==> config.mk <==
export PLATFORM = sky130hd
export DESIGN_NAME = cep_din_arbiter
export DESIGN_NICKNAME = d
export VERILOG_FILES = /design/src/rtl/cep_din_pkg.sv /design/src/rtl/cep_err_inject.sv /design/src/rtl/cep_din_arbiter.sv
export SDC_FILE = /design/constraint.sdc
export NUM_CORES = 1
export LEC_CHECK = 0
export ABC_AREA = 0
export CELL_PAD_IN_SITES_DETAIL_PLACEMENT = 0
export CELL_PAD_IN_SITES_GLOBAL_PLACEMENT = 1
export CORE_MARGIN = 4
export CORE_UTILIZATION = 39
export DETAILED_ROUTE_END_ITERATION = 10
export DONT_BUFFER_PORTS = 1
export PLACE_DENSITY_LB_ADDON = 0.1
export SLEW_MARGIN = 20
export SYNTH_ARGS = -nofsm -noshare
export SYNTH_HDL_FRONTEND = slang
export SYNTH_SLANG_ARGS = --single-unit
==> constraint.sdc <==
create_clock -name clk -period 1.3 [get_ports clk]
set_input_delay 0.26 -clock clk [delete_from_list [all_inputs] [get_ports clk]]
set_output_delay 0.26 -clock clk [all_outputs]
set_load 0.05 [all_outputs]
==> src/rtl/cep_din_pkg.sv <==
// Shared types for the CEP DIN write-port arbiter and its error-injection helper.
package cep_din_pkg;

    typedef enum logic {
        NORMAL = 1'b0,
        STALL  = 1'b1
    } din_arb_state_e;

    typedef enum logic {
        INJ_HW  = 1'b0,
        INJ_CPU = 1'b1
    } inj_target_e;

endpackage

==> src/rtl/cep_err_inject.sv <==
// One-shot error injection: latches a target/check-bit pair on injArm and applies it
// to the first matching grant in a later cycle.
module cep_err_inject
    import cep_din_pkg::*;
#(
    parameter int CODE_PORT_WIDTH = 1
) (
    input  logic                       clk_i,
    input  logic                       rst_i,
    input  logic                       injArm_i,
    input  logic                       injTarget_i,
    input  logic [CODE_PORT_WIDTH-1:0] injCheckBits_i,
    input  logic                       hwGrant_i,
    input  logic                       cpuGrant_i,
    output logic                       protOverride_o,
    output logic [CODE_PORT_WIDTH-1:0] checkBitsIn_o,
    output logic                       injDone_o
);

    logic                       armed_q;
    inj_target_e                target_q;
    logic [CODE_PORT_WIDTH-1:0] bits_q;
    logic                       prot_q;
    logic [CODE_PORT_WIDTH-1:0] cb_q;
    logic                       done_q;
    logic                       fire;

    // A fresh arm in this cycle masks any match so it lands on the next qualifying grant.
    always_comb begin
        fire = armed_q && !injArm_i &&
               (((target_q == INJ_HW) && hwGrant_i) || ((target_q == INJ_CPU) && cpuGrant_i));
    end

    always_ff @(posedge clk_i) begin
        if (rst_i) begin
            armed_q  <= 1'b0;
            target_q <= INJ_HW;
            bits_q   <= '0;
            prot_q   <= 1'b0;
            cb_q     <= '0;
            done_q   <= 1'b0;
        end else begin
            if (injArm_i) begin
                armed_q  <= 1'b1;
                target_q <= inj_target_e'(injTarget_i);
                bits_q   <= injCheckBits_i;
            end else if (fire) begin
                armed_q <= 1'b0;
            end
            prot_q <= fire;
            cb_q   <= fire ? bits_q : '0;
            done_q <= fire;
        end
    end

    assign protOverride_o = prot_q;
    assign checkBitsIn_o  = cb_q;
    assign injDone_o      = done_q;

endmodule

==> src/rtl/cep_din_arbiter.sv <==
// Hardware-priority arbiter for the shared DIN write port with bounded CPU wait.
// Optional one-shot error injection is built when CEP_ERR_INJECT_EN is defined.
module cep_din_arbiter
    import cep_din_pkg::*;
#(
    parameter int LOGICALWIDTH    = 32,
    parameter int ADDRWIDTH       = 10,
    parameter int CODE_PORT_WIDTH = 1,
    parameter int MAX_CPU_WAIT    = 4
) (
    input  logic                       clk,
    input  logic                       rst,
    input  logic                       hwWe,
    input  logic [ADDRWIDTH-1:0]       hwAddr,
    input  logic [LOGICALWIDTH-1:0]    hwDin,
    output logic                       hwStall,
    output logic                       hwDropErr,
    input  logic                       cpuReq,
    input  logic [ADDRWIDTH-1:0]       cpuAddr,
    input  logic [LOGICALWIDTH-1:0]    cpuDin,
    output logic                       cpuAck,
    input  logic                       injArm,
    input  logic                       injTarget,
    input  logic [CODE_PORT_WIDTH-1:0] injCheckBits,
    output logic                       injDone,
    output logic                       memWe,
    output logic [ADDRWIDTH-1:0]       memAddr,
    output logic [LOGICALWIDTH-1:0]    hwUnprLogiDin,
    output logic [LOGICALWIDTH-1:0]    cpuUnprLogiDin,
    output logic                       hwActive,
    output logic                       protOverride,
    output logic [CODE_PORT_WIDTH-1:0] checkBitsIn
);

    localparam int CW = $clog2(MAX_CPU_WAIT + 1);

    din_arb_state_e          state_q, state_d;
    logic [CW-1:0]           waitCnt_q, waitCnt_d;
    logic                    hwGrant, cpuGrant, dropEvt;
    logic                    memWe_q, cpuAck_q, hwActive_q, dropErr_q;
    logic [ADDRWIDTH-1:0]    memAddr_q;
    logic [LOGICALWIDTH-1:0] hwDin_q, cpuDin_q;

    always_ff @(posedge clk) begin
        if (rst) begin
            state_q   <= NORMAL;
            waitCnt_q <= '0;
        end else begin
            state_q   <= state_d;
            waitCnt_q <= waitCnt_d;
        end
    end

    // The stall cycle belongs to the CPU outright; any hardware write offered then is lost.
    always_comb begin
        state_d   = state_q;
        waitCnt_d = waitCnt_q;
        hwGrant   = 1'b0;
        cpuGrant  = 1'b0;
        dropEvt   = 1'b0;
        unique case (state_q)
            NORMAL: begin
                hwGrant  = hwWe;
                cpuGrant = cpuReq && !hwWe;
                if (cpuReq && hwWe && (waitCnt_q == CW'(MAX_CPU_WAIT - 1)))
                    state_d = STALL;
            end
            STALL: begin
                cpuGrant = cpuReq;
                dropEvt  = hwWe;
                state_d  = NORMAL;
            end
            default: state_d = NORMAL;
        endcase
        if (cpuGrant)
            waitCnt_d = '0;
        else if (cpuReq && (waitCnt_q != CW'(MAX_CPU_WAIT)))
            waitCnt_d = waitCnt_q + 1'b1;
    end

    always_ff @(posedge clk) begin
        if (rst) begin
            memWe_q    <= 1'b0;
            cpuAck_q   <= 1'b0;
            hwActive_q <= 1'b0;
            dropErr_q  <= 1'b0;
            memAddr_q  <= '0;
            hwDin_q    <= '0;
            cpuDin_q   <= '0;
        end else begin
            memWe_q   <= hwGrant || cpuGrant;
            cpuAck_q  <= cpuGrant;
            dropErr_q <= dropErr_q || dropEvt;
            if (hwGrant) begin
                memAddr_q  <= hwAddr;
                hwDin_q    <= hwDin;
                hwActive_q <= 1'b1;
            end else if (cpuGrant) begin
                memAddr_q  <= cpuAddr;
                cpuDin_q   <= cpuDin;
                hwActive_q <= 1'b0;
            end
        end
    end

    assign hwStall        = (state_q == STALL);
    assign hwDropErr      = dropErr_q;
    assign cpuAck         = cpuAck_q;
    assign memWe          = memWe_q;
    assign memAddr        = memAddr_q;
    assign hwUnprLogiDin  = hwDin_q;
    assign cpuUnprLogiDin = cpuDin_q;
    assign hwActive       = hwActive_q;

`ifdef CEP_ERR_INJECT_EN
    cep_err_inject #(
        .CODE_PORT_WIDTH(CODE_PORT_WIDTH)
    ) u_err_inject (
        .clk_i          (clk),
        .rst_i          (rst),
        .injArm_i       (injArm),
        .injTarget_i    (injTarget),
        .injCheckBits_i (injCheckBits),
        .hwGrant_i      (hwGrant),
        .cpuGrant_i     (cpuGrant),
        .protOverride_o (protOverride),
        .checkBitsIn_o  (checkBitsIn),
        .injDone_o      (injDone)
    );
`else
    logic unusedInj;
    assign unusedInj    = ^{injArm, injTarget, injCheckBits};
    assign protOverride = 1'b0;
    assign checkBitsIn  = '0;
    assign injDone      = 1'b0;
`endif

endmodule

==> impl_metrics.tcl <==
set metrics [dict create \
    status "complete, but fails checks" \
    violations "negative hold slack" \
    viasPerCell 4.85 \
    first_pass_iters 4 \
    diodes 0 \
    arrival_ns 1.00 \
    syn-cell-area_mm2 0.00289 \
    drt_iter0_drc 47 \
    synthAdderAreaFrac 0.0130 \
    stdcell_count 452 \
    vias 2192 \
    coreArea_mm2 0.00721 \
    route.detailed.wl_per_inst_um 15.9 \
    slew_viol_final 0 \
    setup_violations 0 \
    tightest_slew_ns 0.518 \
    cp.depth 0 \
    critPathKind "flop to output port" \
    crit_path_end_kind "output port" \
    routed_wl_um 7170 \
    r2r_slack_ns 0.07 \
    synthCells 293 \
    post-route-util 0.509 \
    ir_worst_vdd_mv 0.526 \
    hold_path.class "input pin to flop" \
    slew_headroom 0.654 \
    synth_edf_count 0 \
    io_buffers 0 \
    grt_usage 0.163 \
    gp_congestion 0.739 \
    placed_cells 431 \
    required_ns 1.04 \
    synth-main-ff-cell "dfxtp_1" \
    dieArea_mm2 0.00884 \
    fmax_ghz 0.796 \
    multiInputGateArea_mm2 0.00109 \
    synth-xor-area-share 0.00303 \
    die_h_um 94.0 \
    layout.area.seq_mm2 0.00165 \
    synth_area_per_cell_um2 9.85 \
    synth_top_family_by_area "compound AO/OA/AOI/OAI gates" \
    p_per_area_mw_per_mm2 1510 \
    fin_worst_skew_ns 0.00449 \
    grt_first_pass_wirelength_um 11200 \
    rows 31 \
    dp_hpwl_um 4890 \
    start_util 0.400 \
    fp.dieW_um 94.0 \
    cap_violations 0 \
    drc_errors 0 \
    power.total_mw 5.53 \
    cts_tree "yes" \
    grt_start_max_net_pins 49 \
    yosysSeqAreaShare 0.569 \
    hold_depth 1 \
    synthArstFlopShare 0 \
    areaGrowthSynthToFinish_pct 27.2 \
    place_ws_ns -0.0895 \
    finalCritPeriodShare 0.967 \
    antenna_found_initial 0 \
    grt_overflow 0 \
    ant_nets 0 \
    drive_gt1_frac 0.275 \
    finalSetupTns_ns 0 \
    synth_cell_types 24 \
    cts_root_buf "clkbuf_8" \
    ys.warnings.count 0 \
    synth.mux.area_fraction 0.0381 \
    p_leak_nw 1.58 \
    clock-sinks 82 \
    worst_hold_slack_ns -0.0162 \
    period_minus_slack_ns 1.26 \
    cts_made_buffers 9 \
    critPathMaxFanout 2 \
    path_clk_slew_ns 0.08 \
    h-tree-depth 3 \
    final_nets 442 \
    synth_compound_area_frac 0.194 \
    grt_pass1_vias 2254 \
    io_pins 173 \
    r2r_cells 5 \
    fin_ws_ns 0.0431 \
    clk_latency_ns 0.35 \
    yosys.area_share.simple 0.118 \
    cts_buffer_depth 2 \
    final_hold_viol_count 9 \
    ys_seq_elements 82 \
    crit_path_start_kind "flop" \
    n_fill_cell 728 \
]
==> Yosys cell counts, drive strengths merged, types with 2 or more instances <==
library cell | n | share of area
dfxtp | 82 | 0.57
nand2 | 64 | 0.083
a21oi | 36 | 0.064
a22o | 32 | 0.097
buf | 23 | 0.055
nor2 | 15 | 0.020
mux2i | 11 | 0.038
a211oi | 10 | 0.026
inv | 4 | 0.0052
clkbuf | 3 | 0.0039
ha | 3 | 0.013
nand2b | 2 | 0.0043
==> per-layer routing <==
layer | track usage | up-vias | wire length, um
met5 | 0 | - | 0
met4 | 0.0542 | 0 | 78
met3 | 0.0665 | 7 | 645
met2 | 0.269 | 88 | 3510
met1 | 0.191 | 990 | 2930
li1 | - | 1107 | -
==> worst paths after layout <==
| path | start | to |
|---|---|---|
| worst min register to register | hwUnprLogiDin[31] | hwUnprLogiDin[31] |
| worst max register to register | waitCnt_q[0] | waitCnt_q[2] |
| worst max-delay path | hwUnprLogiDin[8] | hwUnprLogiDin[8] |
| worst min-delay path | rst | hwUnprLogiDin[11] |
==> cell type report <==
class,count,share of cell area
tap,99,0.0337
sequential,82,0.450
inverter,4,0.00409
timing repair buffer,68,0.161
multi-input combinational,183,0.296
clock inverter,7,0.0211
clock buffer,9,0.0337
==> flip-flops by register name, summed over array words and instances, names as in the netlist, 3 cells and up <==
signal,flops
waitCnt_q,3
cpuUnprLogiDin,32
memAddr,10
hwUnprLogiDin,32
==> through the flow <==
step	cell area, um^2	hold slack (ns)
after floorplan	2900	0.386
after global placement	3340	0.337
after detailed placement	3360	0.339
after CTS	3640	-0.0403
after global routing	3670	-0.0460
final	3670	-0.0162
==> cells in the final DEF, fill, tap and decap left out, types with 2 or more instances in the layout <==
cell type   instances
clkinvlp_4          4
conb_1              3
a22o_1             32
buf_6               3
inv_1               4
a21oi_1            35
clkbuf_8            9
buf_4              60
ha_1                3
nor2_1             15
mux2i_1            11
dfxtp_2             8
inv_6               2
dfxtp_1            74
a211oi_1           10
nand2_1            64
buf_12              2
==> report_power, final <==
group	switching [mW]	total, mW	leakage [nW]	internal [mW]
sequential	0.206	2.85	0.678	2.65
clock	0.949	1.85	0.0885	0.899
combinational	0.540	0.824	0.818	0.283
==> timing repair <==
item / 4_1_cts / 5_1_grt
setup endpoints to repair: 33 / 56
gates resized for setup: 5 / 11
setup buffers: 4 / 1
endpoints found under the hold margin: 45 / 45
gates cloned: 1 / 1
pin swaps: 9 / 9
==> logic make-up (layout without fill, tap and decap cells) <==
| logic type | after synthesis | count (layout) |
|---|---|---|
| compound gates | 81 | 81 |
| buf+inv | 30 | 88 |
| fa+ha+maj | 3 | 3 |
| other cells | 1 | 3 |
| mux | 11 | 11 |
| xor+xnor | 1 | 1 |
| simple gates | 84 | 84 |
| flops | 82 | 82 |
Power figures use the tool's default switching activity.
